===== config.mk =====
export PLATFORM = sky130hd
export DESIGN_NAME = pc_fetch_ctrl
export DESIGN_NICKNAME = d
export VERILOG_FILES = /design/src/rtl/riscv_pkg.sv /design/src/rtl/pc_next_sel.sv /design/src/rtl/pc_fetch_ctrl.sv
export SDC_FILE = /design/constraint.sdc
export NUM_CORES = 1
export LEC_CHECK = 0
export CAP_MARGIN = 20
export CORE_MARGIN = 8
export CORE_UTILIZATION = 40
export CTS_CLUSTER_DIAMETER = 120
export DETAILED_ROUTE_END_ITERATION = 10
export PLACE_DENSITY_LB_ADDON = 0.05
export SLEW_MARGIN = 20
export SYNTH_ARGS = -nofsm -noshare
export SYNTH_HDL_FRONTEND = slang
export SYNTH_SLANG_ARGS = --single-unit

===== constraint.sdc =====
create_clock -name clk -period 2.8 [get_ports clk]
set_input_delay 0.56 -clock clk [delete_from_list [all_inputs] [get_ports clk]]
set_output_delay 0.56 -clock clk [all_outputs]
set_load 0.02 [all_outputs]

===== src/rtl/riscv_pkg.sv =====
// Shared fetch-stage definitions: default widths, reset vector, NOP encoding, FSM states.
package riscv_pkg;

  localparam int unsigned XLEN_DEF         = 32;
  localparam logic [31:0] RESET_VECTOR_DEF = 32'h0000_0000;
  localparam logic [31:0] NOP_INSTR        = 32'h0000_0013;

  typedef enum logic [2:0] {
    BOOT,
    REQ,
    HOLD,
    DRAIN,
    TRAP
  } fetch_state_t;

endpackage


===== src/rtl/pc_next_sel.sv =====
// Redirect decode and next-PC candidates; jump outranks a taken branch.
// Optional PC_MISALIGN_TRAP_EN reports misaligned targets instead of masking them.
module pc_next_sel
  import riscv_pkg::*;
#(
  parameter int unsigned XLEN = XLEN_DEF
) (
  input  logic [XLEN-1:0] pc_i,
  input  logic            take_branch_i,
  input  logic [XLEN-1:0] branch_target_i,
  input  logic            jump_i,
  input  logic [XLEN-1:0] jump_target_i,
  output logic            redirect_o,
  output logic [XLEN-1:0] target_o,
`ifdef PC_MISALIGN_TRAP_EN
  output logic            target_misaligned_o,
`endif
  output logic [XLEN-1:0] pc_inc_o
);

  logic [XLEN-1:0] raw_target;

  always_comb begin
    redirect_o = jump_i | take_branch_i;
    raw_target = jump_i ? jump_target_i : branch_target_i;
    pc_inc_o   = pc_i + XLEN'(4);
`ifdef PC_MISALIGN_TRAP_EN
    target_o            = raw_target;
    target_misaligned_o = (raw_target[1:0] != 2'b00);
`else
    target_o = raw_target & ~XLEN'(3);
`endif
  end

endmodule


===== src/rtl/pc_fetch_ctrl.sv =====
// Fetch controller: owns the PC, runs the imem req/ack handshake, feeds decode through
// an output register plus one-entry skid. Optional trap on misaligned targets: PC_MISALIGN_TRAP_EN.
module pc_fetch_ctrl
  import riscv_pkg::*;
#(
  parameter int unsigned     XLEN         = XLEN_DEF,
  parameter logic [XLEN-1:0] RESET_VECTOR = RESET_VECTOR_DEF
) (
  input  logic            clk,
  input  logic            rst,
  input  logic            take_branch,
  input  logic [XLEN-1:0] branch_target,
  input  logic            jump,
  input  logic [XLEN-1:0] jump_target,
  input  logic            stall,
  output logic            imem_req,
  output logic [XLEN-1:0] imem_addr,
  input  logic            imem_ack,
  input  logic [31:0]     imem_rdata,
  output logic            instr_valid,
  output logic [31:0]     instr,
  output logic [XLEN-1:0] instr_pc,
`ifdef PC_MISALIGN_TRAP_EN
  output logic            misaligned,
  output logic [XLEN-1:0] bad_addr,
`endif
  output logic            flush
);

  fetch_state_t    state_q, state_d;
  logic [XLEN-1:0] pc_q, pc_d, target_q, target_d;
  logic            out_valid_q, out_valid_d, skid_valid_q, skid_valid_d;
  logic [31:0]     out_instr_q, out_instr_d, skid_instr_q, skid_instr_d;
  logic [XLEN-1:0] out_pc_q, out_pc_d, skid_pc_q, skid_pc_d;
  logic            flush_q, flush_d;
  logic            redirect, consume, ack;
  logic [XLEN-1:0] target, pc_inc;
`ifdef PC_MISALIGN_TRAP_EN
  logic            tgt_mis, mis_q, mis_d;
  logic [XLEN-1:0] bad_addr_q, bad_addr_d;
`endif

  pc_next_sel #(.XLEN(XLEN)) u_pc_next_sel (
    .pc_i            (pc_q),
    .take_branch_i   (take_branch),
    .branch_target_i (branch_target),
    .jump_i          (jump),
    .jump_target_i   (jump_target),
    .redirect_o      (redirect),
    .target_o        (target),
`ifdef PC_MISALIGN_TRAP_EN
    .target_misaligned_o (tgt_mis),
`endif
    .pc_inc_o        (pc_inc)
  );

  assign imem_req    = (state_q == REQ) || (state_q == DRAIN);
  assign imem_addr   = pc_q;
  assign ack         = imem_req & imem_ack;
  assign consume     = out_valid_q & ~stall;
  assign instr_valid = out_valid_q;
  assign instr       = out_instr_q;
  assign instr_pc    = out_pc_q;
  assign flush       = flush_q;
`ifdef PC_MISALIGN_TRAP_EN
  assign misaligned  = mis_q;
  assign bad_addr    = bad_addr_q;
`endif

  always_comb begin
    state_d      = state_q;
    pc_d         = pc_q;
    target_d     = target_q;
    out_valid_d  = out_valid_q & ~consume;
    out_instr_d  = out_instr_q;
    out_pc_d     = out_pc_q;
    skid_valid_d = skid_valid_q;
    skid_instr_d = skid_instr_q;
    skid_pc_d    = skid_pc_q;
    flush_d      = 1'b0;
`ifdef PC_MISALIGN_TRAP_EN
    mis_d        = 1'b0;
    bad_addr_d   = bad_addr_q;
`endif

    unique case (state_q)
      BOOT: state_d = REQ;
      REQ: begin
        if (ack && !redirect) begin
          pc_d = pc_inc;
          if (!out_valid_q || consume) begin
            out_valid_d = 1'b1;
            out_instr_d = imem_rdata;
            out_pc_d    = pc_q;
          end else begin
            skid_valid_d = 1'b1;
            skid_instr_d = imem_rdata;
            skid_pc_d    = pc_q;
            state_d      = HOLD;
          end
        end else if (ack) begin
          pc_d = target;
        end else if (redirect) begin
          target_d = target;
          state_d  = DRAIN;
        end
      end
      HOLD: begin
        if (consume) begin
          out_valid_d  = 1'b1;
          out_instr_d  = skid_instr_q;
          out_pc_d     = skid_pc_q;
          skid_valid_d = 1'b0;
          state_d      = REQ;
        end
      end
      DRAIN: begin
        if (ack) begin
          pc_d    = redirect ? target : target_q;
          state_d = REQ;
        end else if (redirect) begin
          target_d = target;
        end
      end
      default: ;
    endcase

    // Redirect overrides whatever the state logic loaded: kill output and skid.
    if (redirect && state_q != TRAP) begin
      out_valid_d  = 1'b0;
      skid_valid_d = 1'b0;
      flush_d      = 1'b1;
      if (state_q == BOOT || state_q == HOLD) begin
        pc_d    = target;
        state_d = REQ;
      end
`ifdef PC_MISALIGN_TRAP_EN
      if (tgt_mis) begin
        flush_d    = 1'b0;
        pc_d       = pc_q;
        target_d   = target_q;
        state_d    = TRAP;
        mis_d      = 1'b1;
        bad_addr_d = target;
      end
`endif
    end
  end

  always_ff @(posedge clk) begin
    if (rst) begin
      state_q      <= BOOT;
      pc_q         <= RESET_VECTOR;
      target_q     <= '0;
      out_valid_q  <= 1'b0;
      out_instr_q  <= NOP_INSTR;
      out_pc_q     <= '0;
      skid_valid_q <= 1'b0;
      skid_instr_q <= NOP_INSTR;
      skid_pc_q    <= '0;
      flush_q      <= 1'b0;
`ifdef PC_MISALIGN_TRAP_EN
      mis_q        <= 1'b0;
      bad_addr_q   <= '0;
`endif
    end else begin
      state_q      <= state_d;
      pc_q         <= pc_d;
      target_q     <= target_d;
      out_valid_q  <= out_valid_d;
      out_instr_q  <= out_instr_d;
      out_pc_q     <= out_pc_d;
      skid_valid_q <= skid_valid_d;
      skid_instr_q <= skid_instr_d;
      skid_pc_q    <= skid_pc_d;
      flush_q      <= flush_d;
`ifdef PC_MISALIGN_TRAP_EN
      mis_q        <= mis_d;
      bad_addr_q   <= bad_addr_d;
`endif
    end
  end

endmodule


Yosys cells after proc, flatten, opt, wreduce, memory -nomap -nowiden. Cells that the tools add are included.

Register bits: 197. Output and inout port bits: 99. Word-level logic and storage cells: 72.

Add/sub/neg operators: 1. Equality and inequality tests: 8. Muxes and demuxes: 33. Bitwise gates (word level): 7. Reductions and logical operators: 14.

Operator list (number): $mux 32 (15); $pmux 32 s2 (4); $add 32x3->32 const B (1); $mux 3 (8); $pmux 3 s4 (1); $eq 3x2->1 const B (2); $mux 1 (4); $ne 2x1->1 const B (2); $ne 2x2->1 const B (2); $reduce_and 4->1 (1); $reduce_bool 2->1 (2); $and 1x1->1 (3); $eq 3x1->1 const B (1); $logic_not 3->1 (1); $logic_or 1x1->1 (3); $ne 3x3->1 const B (1); $not 1->1 (3); $reduce_and 3->1 (1); $logic_and 1x1->1 (2); $logic_not 1->1 (2); $pmux 1 s2 (1); $reduce_and 2->1 (1); $reduce_or 2->1 (1); $or 1x1->1 (1).

Depth between registers and ports, before layout.
Depth after elaboration: 8. Mapped depth: 10.

By module. A second synthesis with hierarchy kept.

Cell total of the unflattened synthesis: 1154. Area total of the unflattened synthesis: 10022.1 µm².

Modules (own cells, without submodules): pc_fetch_ctrl (instances 1, cells each 1033, area each 9038.7 µm², seq. area each 3943.8 µm²); pc_next_sel (instances 1, cells each 121, area each 983.4 µm², seq. area each 0.0 µm²).

Worst setup path after synthesis. Ideal clock, no wire load.

Path type: reg-to-reg. From: register pc_q[3], in the netlist imem_addr[3]. To: register pc_q[22], in the netlist imem_addr[22]. Library setup time: 0.127 ns. Arrival time: 2.238 ns. Data required time: 2.673 ns. Path slack: 0.435 ns. Stages on the path, launching flop included: 8. Path buffers: 1. Cell sequence: dfxtp_1 -> ha_1 -> inv_1 -> or4_1 -> buf_2 -> o311a_1 -> a2111oi_1 -> o31ai_1.

Longest elaborated chain between the ends: 5.

RTL lines: start: declaration (RTL line pc_fetch_ctrl.sv:31) `logic [XLEN-1:0] pc_q, pc_d, target_q, target_d;`; start signal: assignment (RTL line pc_fetch_ctrl.sv:168) `pc_q <= pc_d;`; $add 32x3->32 (*) (RTL line pc_next_sel.sv:26) `pc_inc_o = pc_i + XLEN'(4);`; $mux 32 (*) (RTL line pc_fetch_ctrl.sv:89) `if (ack && !redirect) begin`; $pmux 32 s2 (*) (RTL line pc_fetch_ctrl.sv:86) `unique case (state_q)`; $mux 32 (RTL line pc_fetch_ctrl.sv:133) `if (state_q == BOOT || state_q == HOLD) begin`; $mux 32 (*) (RTL line pc_fetch_ctrl.sv:129) `if (redirect && state_q != TRAP) begin`.

Every way passes the cells marked *; elsewhere a longest branch is shown, timed or not. A chain may end at the register's enable or synchronous reset.

Worst setup path after layout.
From: register state_q[2]. To: output port imem_req.

Longest elaborated chain between the ends: 2.

RTL lines: start: declaration (RTL line pc_fetch_ctrl.sv:30) `fetch_state_t state_q, state_d;`; start signal: assignment (RTL line pc_fetch_ctrl.sv:167) `state_q <= state_d;`; $eq 3x1->1 or $eq 3x2->1 (tied branches) (RTL line pc_fetch_ctrl.sv:57) `assign imem_req = (state_q == REQ) || (state_q == DRAIN);`; $logic_or 1x1->1 (*) (RTL line pc_fetch_ctrl.sv:57); end: declaration (RTL line pc_fetch_ctrl.sv:16) `output logic imem_req,`.

Marks and branches as above.

==> results.md <==
* Crit path required time at about 2.2 ns
* Delay-heaviest family, CP: buffers and inverters
* Synth Register Bits at about 200
* DRT iter0 DRCs at 697
* Setup slack, reg-to-reg at around 0.4 ns
* Synth area leaders: dfxtp_1 41%, mux2i_1 9.7%, a211oi_1 7.5%
* Routed Antenna Nets at 0
* Post-synthesis net count at 1277
* CORE AREA at about 0.024 sq mm
* Via count at roughly 9200
* Diode count at 0
* Worst-path clk slew at approximately 0.080 ns
* Max-slew headroom at 0.607
* Slew @ Worst Pin at a little under 0.6 ns
* Post-synth cell types at 72
* Grt total ovfl at 0
* Synth warn at 0
* Sequential share of the synthesized area at 0.408
* CP Class: reg -> out
* CP Data Arrival Time at roughly 1.9 ns
* Die W at roughly 170 microns
* DRC errors left at 0
* Post-route cell area at 0.0129 sq mm
* Synth top area share at 0.408
* Routed wire length per instance at approximately 18 microns
* Clock Tree Root: clkbuf_16
* Inst Count DP at approximately 1700
* Fraction of layout cells with a size suffix above 1 at 0.107
* Final hold viol count at 0
* H-tree depth at 4
* IO Count at between 200 and 250
* Total negative slack at 0 ns
* Cell taking the most area after synthesis: dfxtp_1
* Fin. max-slew vios at 0
* TritonCTS clock tree: yes
* Synth Cell Area at between 0.009 and 0.01 sq mm
* Vias in the first global route at 8561
* Drt total wl at approximately 30000 microns
* Peak supply drop at between 0.4 and 0.5 mV
* First-pass GRT wire length at 48500 microns
* Tcrit/Tclk final at 0.869
* Area of the die at around 0.029 sq mm
* TritonCTS Buffers at 17
* PortBufs at 196
* Initial antenna violation count at 0
* Syn Inst Count at around 1200
* Fmax achieved at slightly above 0.4 GHz
* Bufs and invs on worst path at 2
* CP Capture Type: output pin
* Initial Util at 0.402
* Latest clock arrival within the worst-skew pair at between 0.4 and 0.5 ns
* Fraction of registers with async set/reset at 0
* Delay of the slowest critical-path stage at about 0.66 ns
* Max Cap Viol at 0
* GRT Util Overall at 0.207
* Post-Layout Cell Count at between 1500 and 2000
* EDFF count, synth at 0
* Area Overhead vs Synth at 33.4%
* Crit path max-delay cell type: clkdlybuf4s50_1
* Status: finished clean
* Post-route minimum period at 2.43 ns
* Hold_buf cts at 0
* P_leak at about 4.4 nW
* First-pass DRT Iterations at 5
* Final GP Congestion at 0.935
* Nets at about 1500
* Die Ht at roughly 170 microns
* Endpoints failing setup at 0
* CTS sink count at a little under 200
* Cell Area, Placed at ~0.012 sq mm
* Syn avg cell area at 8.23 sq um
* Worst-path cell chain: nand2b_1 -> clkinv_1 -> clkdlybuf4s50_1
* DR vias/cell at 5.43
* Detailed Place HPWL at approximately 22000 microns
* Count leader, synth: dfxtp_1
* Clock Path Buffers at 2
* RSZ-0062 raised after global routing: no
* Main synth FF type: dfxtp_1
* Critical path launch point type: flop
* Post-synth top cells: 197 x dfxtp_1, 162 x nand2_1, 149 x nor2_1
* Worst Hold Class: reg -> reg
* Post-cts sizing count at 0
* CP Max Fanout at 7
* Pwr Density at roughly 510 mW/mm^2
* Num rows at 57
* Postcts setup bufs at 0
* Max Clock Skew at about 0.015 ns
* Maximum number of pins on one net before global-route repair at approximately 100
## report_power, final
part / total [W] / switching [W] / internal (W)
Combinational: 0.00117 / 0.000626 / 0.000548
Sequential: 0.00297 / 0.0000704 / 0.00290
Clock: 0.00245 / 0.00124 / 0.00120
## metal layers
metal  up-vias  global-route usage  wire length (microns)
met5         -                   0                      0
met4         0              0.0624                    561
met3        38              0.0312                   1930
met2       304               0.332                  14100
met1      4270               0.284                  14100
li1       4587                   -                      -
## final timing paths
kind | from | to | depth (start not counted)
worst max-delay path | state_q[2]$_SDFF_PP0_ | imem_req | 3
worst min-delay path | skid_instr_q[29]$_SDFFE_PP0P_ | skid_instr_q[29]$_SDFFE_PP0P_ | 2
worst max register to register | state_q[1]$_SDFF_PP0_ | instr_pc[20]$_SDFFE_PP0P_ | 9
worst min register to register | skid_instr_q[29]$_SDFFE_PP0P_ | skid_instr_q[29]$_SDFFE_PP0P_ | 2
## registers in the layout, indices dropped and copies added, names as in the netlist, 3 cells and up
register      flops
instr_pc         32
state_q           3
instr            32
skid_pc_q        32
skid_instr_q     32
imem_addr        32
target_q         32
## cells by family (layout without fill, tap and decap cells)
family	Yosys count	count (layout)	share of synthesized area
buffers and inverters	128	325	0.0658
multiplexers	101	101	0.106
AO/OA/AOI/OAI	320	320	0.223
adder cells (fa/ha/maj)	1	1	0.00129
AND/OR/NAND/NOR	427	427	0.197
flip-flops	197	197	0.408
## worst register-to-register path, delay by kind of cell, from the launching register on
kind / cells / cell delay [ns]
buffers and inverters: 4 / 0.84
AND/OR/NAND/NOR: 3 / 0.59
flip-flops: 1 / 0.50
AO/OA/AOI/OAI: 2 / 0.42
## cell type report
class                           count  area (sq um)
Clock inverter                     14           160
Timing Repair Buffer              282          2800
Multi-Input combinational cell    849          5100
Fill cell                        2295         11100
Sequential cell                   197          3940
Tap cell                          324           405
Clock buffer                       18           429
Inverter                           11          41.3
## metrics by stage
step	power, W	setup slack, ns	hold WS, ns	util
6_report	0.00659	0.365	0.456	0.536
5_1_grt	0.00688	0.193	0.470	0.536
4_1_cts	0.00667	0.382	0.457	0.536
3_5_place_dp	0.00422	0.107	0.446	0.512
3_3_place_gp	0.00421	0.0773	0.441	0.512
2_1_floorplan	0.00366	0.435	0.436	-
## placed cells by master, fill, tap and decap left out, drive strengths merged, types with 4 or more instances in the layout
master	Yosys	final
buf	38	88
o32ai	5	5
nor2	149	149
a31oi	14	14
mux2	7	7
a211o	4	4
nor4	12	12
nand4	9	9
nand2	162	162
a21oi	100	100
a211oi	97	97
clkbuf	79	18
o21ai	24	24
nand3	19	19
inv	10	17
a22oi	6	6
nand2b	11	11
o211ai	5	5
nor2b	6	6
dfxtp	197	197
clkdlybuf4s50	0	194
a21o	6	6
and3	4	4
nor3	29	29
a21boi	4	4
nand3b	4	4
a221oi	6	6
o22ai	4	4
or3	4	4
mux2i	94	94
clkinv	1	8
o31ai	8	8
nor3b	4	4
Note: power is estimated with default switching activity, not from simulation.
